### src/rtl/laser_sample_avg_if.sv
// Bundle of laser-level inputs, shared ADC sample bus and per-channel averaging results.
// The sequencer/bench side drives through master; the averager sits on slave.
interface laser_sample_avg_if #(
  parameter int ADC_WIDTH = 8
);
  logic                 red_laser;
  logic                 IR_laser;
  logic [ADC_WIDTH-1:0] adc_data;
  logic [ADC_WIDTH-1:0] red_avg;
  logic [ADC_WIDTH-1:0] ir_avg;
  logic                 red_valid;
  logic                 ir_valid;
  logic                 pair_valid;
  logic                 err_short;
  logic                 err_both;

  modport master (
    output red_laser, IR_laser, adc_data,
    input  red_avg, ir_avg, red_valid, ir_valid, pair_valid, err_short, err_both
  );

  modport slave (
    input  red_laser, IR_laser, adc_data,
    output red_avg, ir_avg, red_valid, ir_valid, pair_valid, err_short, err_both
  );
endinterface

### src/rtl/laser_sample_avg.sv
// Per laser on-window: skip settle strobes, average 2^AVG_LOG2 ADC samples and publish
// the channel mean, pairing fresh red/IR results for the downstream SpO2 ratio stage.
module laser_sample_avg #(
  parameter int ADC_WIDTH      = 8,
  parameter int SAMPLE_DIV     = 50_000,
  parameter int SETTLE_SAMPLES = 16,
  parameter int AVG_LOG2       = 6
) (
  input  logic              clk,
  input  logic              rst,
  laser_sample_avg_if.slave bus
);

  localparam int DIV_W       = $clog2(SAMPLE_DIV);
  localparam int SET_W       = (SETTLE_SAMPLES > 1) ? $clog2(SETTLE_SAMPLES) : 1;
  localparam int SAMP_W      = (AVG_LOG2 > 0) ? AVG_LOG2 : 1;
  localparam int ACC_W       = ADC_WIDTH + AVG_LOG2;
  localparam int SETTLE_LAST = (SETTLE_SAMPLES > 0) ? SETTLE_SAMPLES - 1 : 0;
  localparam int SAMP_LAST   = (1 << AVG_LOG2) - 1;

  typedef enum logic [1:0] {IDLE, SETTLE, ACCUM, HOLD} state_t;

  state_t             state;
  logic               chan_ir;      // 0: red window, 1: IR window
  logic [DIV_W-1:0]   div_cnt;
  logic [SET_W-1:0]   settle_cnt;
  logic [SAMP_W-1:0]  samp_cnt;
  logic [ACC_W-1:0]   acc;
  logic               pend_done;
  logic               pend_abort;
  logic               fresh_red;
  logic               fresh_ir;

  logic strobe;
  logic abort;

  assign strobe = (div_cnt == DIV_W'(SAMPLE_DIV - 1));
  assign abort  = chan_ir ? (!bus.IR_laser  || bus.red_laser)
                          : (!bus.red_laser || bus.IR_laser);

  // NOTE: all state here is sequential and uses non-blocking assignments, so every
  // branch below reads the pre-edge values regardless of statement order.
  always_ff @(posedge clk) begin
    if (rst) begin
      state          <= IDLE;
      chan_ir        <= 1'b0;
      div_cnt        <= '0;
      settle_cnt     <= '0;
      samp_cnt       <= '0;
      acc            <= '0;
      pend_done      <= 1'b0;
      pend_abort     <= 1'b0;
      fresh_red      <= 1'b0;
      fresh_ir       <= 1'b0;
      bus.red_avg    <= '0;
      bus.ir_avg     <= '0;
      bus.red_valid  <= 1'b0;
      bus.ir_valid   <= 1'b0;
      bus.pair_valid <= 1'b0;
      bus.err_short  <= 1'b0;
      bus.err_both   <= 1'b0;
    end else begin
      bus.red_valid  <= 1'b0;
      bus.ir_valid   <= 1'b0;
      bus.pair_valid <= 1'b0;
      bus.err_short  <= 1'b0;
      bus.err_both   <= 1'b0;
      pend_done      <= 1'b0;
      pend_abort     <= 1'b0;

      // Publish one cycle after the final strobe; acc still holds the full window sum.
      if (pend_done) begin
        if (chan_ir) begin
          bus.ir_avg   <= acc[AVG_LOG2 +: ADC_WIDTH];
          bus.ir_valid <= 1'b1;
          if (fresh_red) begin
            bus.pair_valid <= 1'b1;
            fresh_red      <= 1'b0;
            fresh_ir       <= 1'b0;
          end else begin
            fresh_ir <= 1'b1;
          end
        end else begin
          bus.red_avg   <= acc[AVG_LOG2 +: ADC_WIDTH];
          bus.red_valid <= 1'b1;
          if (fresh_ir) begin
            bus.pair_valid <= 1'b1;
            fresh_red      <= 1'b0;
            fresh_ir       <= 1'b0;
          end else begin
            fresh_red <= 1'b1;
          end
        end
      end

      if (pend_abort) begin
        bus.err_short <= 1'b1;
        if (chan_ir) fresh_ir  <= 1'b0;
        else         fresh_red <= 1'b0;
      end

      case (state)
        IDLE: begin
          if (bus.red_laser && bus.IR_laser) begin
            bus.err_both <= 1'b1;
            state        <= HOLD;
          end else if (bus.red_laser || bus.IR_laser) begin
            chan_ir    <= bus.IR_laser;
            div_cnt    <= '0;
            settle_cnt <= '0;
            samp_cnt   <= '0;
            acc        <= '0;
            state      <= (SETTLE_SAMPLES == 0) ? ACCUM : SETTLE;
          end
        end

        SETTLE, ACCUM: begin
          // A dropped window wins over a coincident strobe; that sample is discarded.
          if (abort) begin
            pend_abort <= 1'b1;
            state      <= HOLD;
          end else begin
            div_cnt <= strobe ? '0 : div_cnt + 1'b1;
            if (strobe) begin
              if (state == SETTLE) begin
                if (settle_cnt == SET_W'(SETTLE_LAST)) begin
                  samp_cnt <= '0;
                  state    <= ACCUM;
                end else begin
                  settle_cnt <= settle_cnt + 1'b1;
                end
              end else begin
                acc <= acc + ACC_W'(bus.adc_data);
                if (samp_cnt == SAMP_W'(SAMP_LAST)) begin
                  pend_done <= 1'b1;
                  state     <= HOLD;
                end else begin
                  samp_cnt <= samp_cnt + 1'b1;
                end
              end
            end
          end
        end

        HOLD: begin
          if (!bus.red_laser && !bus.IR_laser) state <= IDLE;
        end

        default: state <= IDLE;
      endcase
    end
  end

endmodule

### src/flat_wrapper.sv
// flat-port wrapper written by rule: the top's interface ports become plain ports
module laser_sample_avg_flat 
#(
  parameter int ADC_WIDTH      = 8,
  parameter int SAMPLE_DIV     = 50_000,
  parameter int SETTLE_SAMPLES = 16,
  parameter int AVG_LOG2       = 6
)
  (clk, rst, bus_red_laser, bus_IR_laser, bus_adc_data, bus_red_avg, bus_ir_avg, bus_red_valid, bus_ir_valid, bus_pair_valid, bus_err_short, bus_err_both);
  laser_sample_avg_if #(.ADC_WIDTH(ADC_WIDTH)) bus_i ();
  input  logic clk;
  input  logic rst;
  input wire logic [$bits(bus_i.red_laser)-1:0] bus_red_laser;
  input wire logic [$bits(bus_i.IR_laser)-1:0] bus_IR_laser;
  input wire logic [$bits(bus_i.adc_data)-1:0] bus_adc_data;
  output wire logic [$bits(bus_i.red_avg)-1:0] bus_red_avg;
  output wire logic [$bits(bus_i.ir_avg)-1:0] bus_ir_avg;
  output wire logic [$bits(bus_i.red_valid)-1:0] bus_red_valid;
  output wire logic [$bits(bus_i.ir_valid)-1:0] bus_ir_valid;
  output wire logic [$bits(bus_i.pair_valid)-1:0] bus_pair_valid;
  output wire logic [$bits(bus_i.err_short)-1:0] bus_err_short;
  output wire logic [$bits(bus_i.err_both)-1:0] bus_err_both;
  assign bus_i.red_laser = bus_red_laser;
  assign bus_i.IR_laser = bus_IR_laser;
  assign bus_i.adc_data = bus_adc_data;
  assign bus_red_avg = bus_i.red_avg;
  assign bus_ir_avg = bus_i.ir_avg;
  assign bus_red_valid = bus_i.red_valid;
  assign bus_ir_valid = bus_i.ir_valid;
  assign bus_pair_valid = bus_i.pair_valid;
  assign bus_err_short = bus_i.err_short;
  assign bus_err_both = bus_i.err_both;
  laser_sample_avg #(.ADC_WIDTH(ADC_WIDTH), .SAMPLE_DIV(SAMPLE_DIV), .SETTLE_SAMPLES(SETTLE_SAMPLES), .AVG_LOG2(AVG_LOG2)) u_core (.clk(clk), .rst(rst), .bus(bus_i));
endmodule
### config.mk
export PLATFORM = sky130hd
export DESIGN_NAME = laser_sample_avg_flat
export DESIGN_NICKNAME = d
export VERILOG_FILES = /design/src/rtl/laser_sample_avg_if.sv /design/src/rtl/laser_sample_avg.sv /design/src/flat_wrapper.sv
export SDC_FILE = /design/constraint.sdc
export NUM_CORES = 1
export LEC_CHECK = 0
export CORE_AREA = 2 2 83 85
export CTS_CLUSTER_DIAMETER = 60
export DETAILED_ROUTE_END_ITERATION = 6
export DIE_AREA = 0 0 85 87
export PLACE_DENSITY = 0.77
export SLEW_MARGIN = 5
export SYNTH_ARGS = -nofsm -noshare
export SYNTH_HDL_FRONTEND = slang
export SYNTH_SLANG_ARGS = --single-unit
### constraint.sdc
create_clock -name clk -period 2.7 [get_ports clk]
set_input_delay 0.27 -clock clk [delete_from_list [all_inputs] [get_ports clk]]
set_output_delay 0.27 -clock clk [all_outputs]
set_load 0.02 [all_outputs]
# Word level (Yosys, flattened, before mapping)

Index checks and enable logic that the tools add are counted.

Register bits after elaboration: 68

Add/sub/neg operators: 4
Equal/unequal tests: 20
Multiplexer cells: 55
Bitwise logic cells: 6
Reductions and logical operators: 22

Operator list:

| operator                | count |
|---|---|
| $mux W14                | 5 |
| $mux W16                | 4 |
| $mux W6                 | 7 |
| $pmux W16 S2            | 1 |
| $pmux W14 S2            | 1 |
| $mux W4                 | 6 |
| $mux W1                 | 20 |
| $add A16 B1 Y16 const B | 1 |
| $eq A16 B16 Y1 const B  | 1 |
| $mux W2                 | 8 |
| $add A14 B8 Y14         | 1 |
| $reduce_and A7 Y1       | 2 |
| $pmux W6 S2             | 1 |
| $ne A2 B1 Y1 const B    | 4 |
| $ne A2 B2 Y1 const B    | 4 |
| $pmux W4 S2             | 1 |
| $reduce_or A2 Y1        | 4 |
| $add A6 B1 Y6 const B   | 1 |
| $eq A6 B6 Y1 const B    | 1 |
| $ne A3 B1 Y1 const B    | 2 |
| $not A1 Y1              | 6 |
| $pmux W2 S3             | 1 |
| $reduce_and A6 Y1       | 1 |
| $reduce_and A5 Y1       | 1 |
| other kinds (17)        | 23 |

# Longest topological paths before layout

Word-level depth: 6
Gate-level depth with buffers: 10
Gate-level depth less buffers: 8

# Worst setup path before layout

No wires, ideal clock.

Kind: flip-flop to flip-flop
Start point: register u_core.state[0]
End point: register u_core.acc[11]
Setup time: 0.071 ns
Arrival time: 2.343 ns
Data required time: 2.629 ns
Path slack: 0.286 ns
Stages on the path, launching flop included: 10
Cell sequence: dfxtp_1 inv_1 ha_1 buf_2 nor2_1 a221oi_2 or4_4 buf_6 or4_1 a21oi_1

Longest elaborated chain between the ends: 4
Elaborated cells on any way between the ends: 12
Classes of those cells: eq/ne: 7; mux: 1; reduce/logical: 4

RTL lines:

| what                                                 | line                                             | RTL |
|---|---|---|
| start: declaration                                   | laser_sample_avg.sv:23                           | `state_t state;` |
| start signal: assignment                             | laser_sample_avg.sv:113                          | `state <= (SETTLE_SAMPLES == 0) ? ACCUM : SETTLE;` |
| $eq A2 B2 Y1 or $eq A2 B1 Y1 (tied branches)         | laser_sample_avg.sv:102, laser_sample_avg.sv:125 |  |
| $reduce_or A2 Y1                                     | laser_sample_avg.sv:102                          | `case (state)` |
| $ne A2 B2 Y1 (no line), or another cell as far along | -                                                |  |
| $reduce_and A6 Y1 (no line)                          | -                                                |  |
| end signal: assignment                               | laser_sample_avg.sv:133                          | `acc <= acc + ACC_W'(bus.adc_data);` |
| end: declaration                                     | laser_sample_avg.sv:28                           | `logic [ACC_W-1:0] acc;` |

Several ways; a longest one is shown, not always the timed one.
A chain may end at the register's enable or synchronous reset.

# Worst setup path after layout

Start point: register u_core.state[0]
End point: register u_core.acc[13]

Same word-level chain as after synthesis.

==> results.md <==
Place:
- The detailed placer's ending HPWL is 5740 um.
- The routability congestion estimate from global placement is 0.862.
- Before CTS, the worst setup slack after placement is 185 ps.
- The cell total after placement is 541.
- Port buffering added 32 buffers.

Die:
- The area inside the core boundary is 6570 sq um.
- The count of pins on the block boundary is 33.
- For this configuration, the core starts out at a cell density of 0.545.
- The floorplan die area is 7400 sq um.
- The die is 87 um tall.
- Measured along the x axis, the die boundary spans 85 um.
- The initialized floorplan defines 30 standard-cell rows.

Clocking:
- The clock tree synthesis step divided the H-tree into 3 levels.
- The number of buffers inserted to repair setup after CTS is 0.
- The total clock sinks is 68.
- The clock passes through at most 2 buffers.
- The CTS tree is built.
- Clock-pin slew was measured on the worst setup and hold paths at 80 ps.
- Counting the buffers created by CTS gives 9.
- The tree is rooted in a sky130_fd_sc_hd__clkbuf_8.
- The number of instances resized during post-cts repair is 0.
- The number of buffers added to fix hold violations after cts is 0.
- Clock latency on the worst-skew pair, taken at its later pin, is 350 ps.

STA:
- The highest achievable clock rate is 393 MHz.
- The setup-violating endpoint count in the final report is 0.
- Measured against its own limit, the worst slew margin works out to 0.601.
- Setup slack closes at 157 ps.
- For the pin with the worst max-slew slack, the measured transition is 590 ps.
- The share of the clock period used by the worst path after layout is 0.942.
- The count of endpoints failing hold in the final timing report was 0.
- The number of slew-limit violations in the final report is 0.
- The clock period could shrink to 2540 ps.
- The worst clock skew is 7.27 ps.
- Setup total negative slack on the finished layout was measured at 0 ps.
- Setup repair after global routing left no endpoint under its margin.

Logic synthesis:
- The post-synthesis net count is 461.
- The portion of synthesized cell area occupied by the leading cell type is 0.380.
- Sorting the synthesized cells by area gives the leading types as sky130_fd_sc_hd__dfxtp_1, sky130_fd_sc_hd__nand2_1, sky130_fd_sc_hd__ha_1.
- The commonest register cell after synthesis is sky130_fd_sc_hd__dfxtp_1.
- The synthesized flop and latch total is 68.
- Among all cell types in the netlist, the one instantiated most often is sky130_fd_sc_hd__dfxtp_1.
- Synthesis produced a netlist whose cell count is 432.
- By count the netlist is led by sky130_fd_sc_hd__dfxtp_1, sky130_fd_sc_hd__nand2_1, sky130_fd_sc_hd__a21oi_1.
- The number of warning messages in the yosys log is 0.
- The fraction of registers with async set/reset is 0.
- The count of unique library cells instantiated by Yosys is 57.
- Averaged over all synthesized cells, the footprint is 8.28 sq um.
- The number of enable flip-flop cells after synthesis is 0.
- The most area-hungry cell type in the Yosys netlist is sky130_fd_sc_hd__dfxtp_1.
- The share of synthesized area occupied by flip-flops and latches is 0.380.
- The synthesized cell area is 3580 sq um.

Pwr:
- The combinational share of power is 0.418.
- The net switching share of the total power is 0.396.
- The switching power is 0.00144 W.
- The share of total power dissipated in sequential elements is 0.323.
- The leakage power summed over all cells is 1.48 nW.
- The internal power consumption is 0.00219 W.
- The final total power is 0.00362 W.
- The total power density per cell area is 850 nW/um^2.
- VDD sags by at most 531 uV.
- The share of power burned in the clock network is 0.259.

Detailed routing:
- The number of DRC violations after detailed routing is 0.
- The total iterations of the first detailed-routing run is 4.
- The detail route stage leaves a number of antenna-violating nets equal to 0.
- After detailed routing, the number of vias per cell comes to 5.91.
- The total via count in the routed design is 3293.
- The first routing iteration left 161 violations.
- The average wire per cell in the routed design is 14.3 um.
- After detailed routing, the total wire length is 7950 um.

Cells and area:
- Leaving out filler cells and counting taps, the final layout contains 557.
- The layout cell share with drive strength beyond 1 is 0.0901.
- Relative to the synthesized area, the layout overhead comes to 19.2%.
- The count of inserted antenna diode cells is 0.
- The net count of the finished layout is 501.
- The sequential cell area is 1360 sq um.
- The layout has 532 filler cells.
- Summing all multi-input logic gate instances after layout gives 2080 sq um.

Critical path:
- The worst setup path is captured at a flip-flop.
- STA puts the critical path data arrival time at 2830 ps.
- Data on the critical path is required at its endpoint by 2980 ps.
- The highest net fanout along the worst path is 14.
- STA classifies the critical path startpoint as a flip-flop.
- The critical path start-end classification is flip-flop to flip-flop.

GRT:
- The first global-routing pass estimated 13500 um of wire.
- Summed over all layers, the global routing overflow is 0.
- The via count of the first global-routing pass came to 2977.
- Entering global routing, the biggest net connects 18 pins.
- The overall fraction of global-route tracks in use is 0.227.
- The initial antenna violation count is 0.

Flow run:
- The count of maximum capacitance violations is 0.

Run status:
- The run finished with clean final reports.

Min path:
- The type of the tightest min-delay check is flip-flop to flip-flop.
## routing by layer
layer  up-vias  wire (um)  track usage
li1       1655          -            -
met4         0        103       0.0924
met2        60       3660        0.357
met1      1568       3900        0.305
met3        10        284       0.0464
met5         -          0            0
## power groups by stage
stage	combinational, W	clock [W]	sequential [W]
2_1_floorplan	0.00109	0	0.00117
3_3_place_gp	0.00147	0	0.00119
3_5_place_dp	0.00150	0	0.00119
4_1_cts	0.00151	0.000958	0.00117
5_1_grt	0.00170	0.00101	0.00118
6_report	0.00151	0.000937	0.00117
## state kept, by name (all words and copies together) (netlist names), 2 cells and up
signal	cells
u_core.div_cnt	16
u_core.samp_cnt	6
u_core.bus.ir_avg	8
u_core.acc	14
u_core.state	2
u_core.bus.red_avg	8
u_core.settle_cnt	4
## critical path: stages (launching register included)
cell and delay, ps:
sky130_fd_sc_hd__dfxtp_1 390, sky130_fd_sc_hd__inv_1 100, sky130_fd_sc_hd__ha_1 430, sky130_fd_sc_hd__nor2_1 210
sky130_fd_sc_hd__a221oi_2 90, sky130_fd_sc_hd__or4_4 590, sky130_fd_sc_hd__or4_1 520, sky130_fd_sc_hd__a21oi_1 150
## worst paths after layout
| kind | startpoint | to | slack [ps] | depth (start not counted) |
|---|---|---|---|---|
| setup / recovery | u_core.state[0] | u_core.acc[13] | 160 | 7 |
| setup reg to reg | u_core.state[0] | u_core.acc[13] | 160 | 7 |
| hold reg to reg | u_core.bus.red_avg[6] | u_core.bus.red_avg[6] | 460 | 2 |
| hold / removal | u_core.bus.red_avg[6] | u_core.bus.red_avg[6] | 460 | 2 |
## layout by cell type (no fill, tap or decap), types with 4 or more instances in the layout
cell type	instances
sky130_fd_sc_hd__dfxtp_1	68
sky130_fd_sc_hd__nand2_1	66
sky130_fd_sc_hd__a21oi_1	35
sky130_fd_sc_hd__nor2_1	34
sky130_fd_sc_hd__clkdlybuf4s50_1	32
sky130_fd_sc_hd__nand3_1	17
sky130_fd_sc_hd__xnor2_1	16
sky130_fd_sc_hd__ha_1	16
sky130_fd_sc_hd__buf_4	16
sky130_fd_sc_hd__inv_1	15
sky130_fd_sc_hd__o21ai_0	14
sky130_fd_sc_hd__nor4_1	12
sky130_fd_sc_hd__or4_1	9
sky130_fd_sc_hd__clkbuf_8	9
sky130_fd_sc_hd__nor3_1	8
sky130_fd_sc_hd__o31ai_1	7
sky130_fd_sc_hd__nand4_1	6
sky130_fd_sc_hd__nand2b_1	6
sky130_fd_sc_hd__nor2b_1	6
sky130_fd_sc_hd__or3_1	6
sky130_fd_sc_hd__nand4b_1	5
sky130_fd_sc_hd__nor3b_1	5
sky130_fd_sc_hd__and4_1	4
sky130_fd_sc_hd__o311ai_0	4
## area by class of cell
cell class,count,area share
inverters,15,0.0132
clock buffers,9,0.0290
multi-input cells,330,0.488
repair buffers,48,0.103
clock inverters,7,0.0238
flip-flops and latches,68,0.319
well taps,80,0.0235
## metrics by stage
step                      instance area, sq um   util  hold WS, ps
after floorplan                           3580      -          417
after global placement                    4040  0.615          442
after detailed placement                  4040  0.615          446
after CTS                                 4260  0.649          457
after global routing                      4260  0.649          479
final                                     4260  0.649          456
## cell families after synthesis
| kind of cell | count (synthesis) | synth area share |
|---|---|---|
| AOI/OAI and AO/OA | 92 | 0.169 |
| DFF | 68 | 0.380 |
| and+or+nand+nor | 201 | 0.301 |
| buffers and inverters | 34 | 0.0381 |
| adders and majority gates | 17 | 0.0615 |
| xor gates and xnor gates | 17 | 0.0416 |
| muxes | 3 | 0.00839 |
Note: power is estimated with default switching activity, not from simulation.
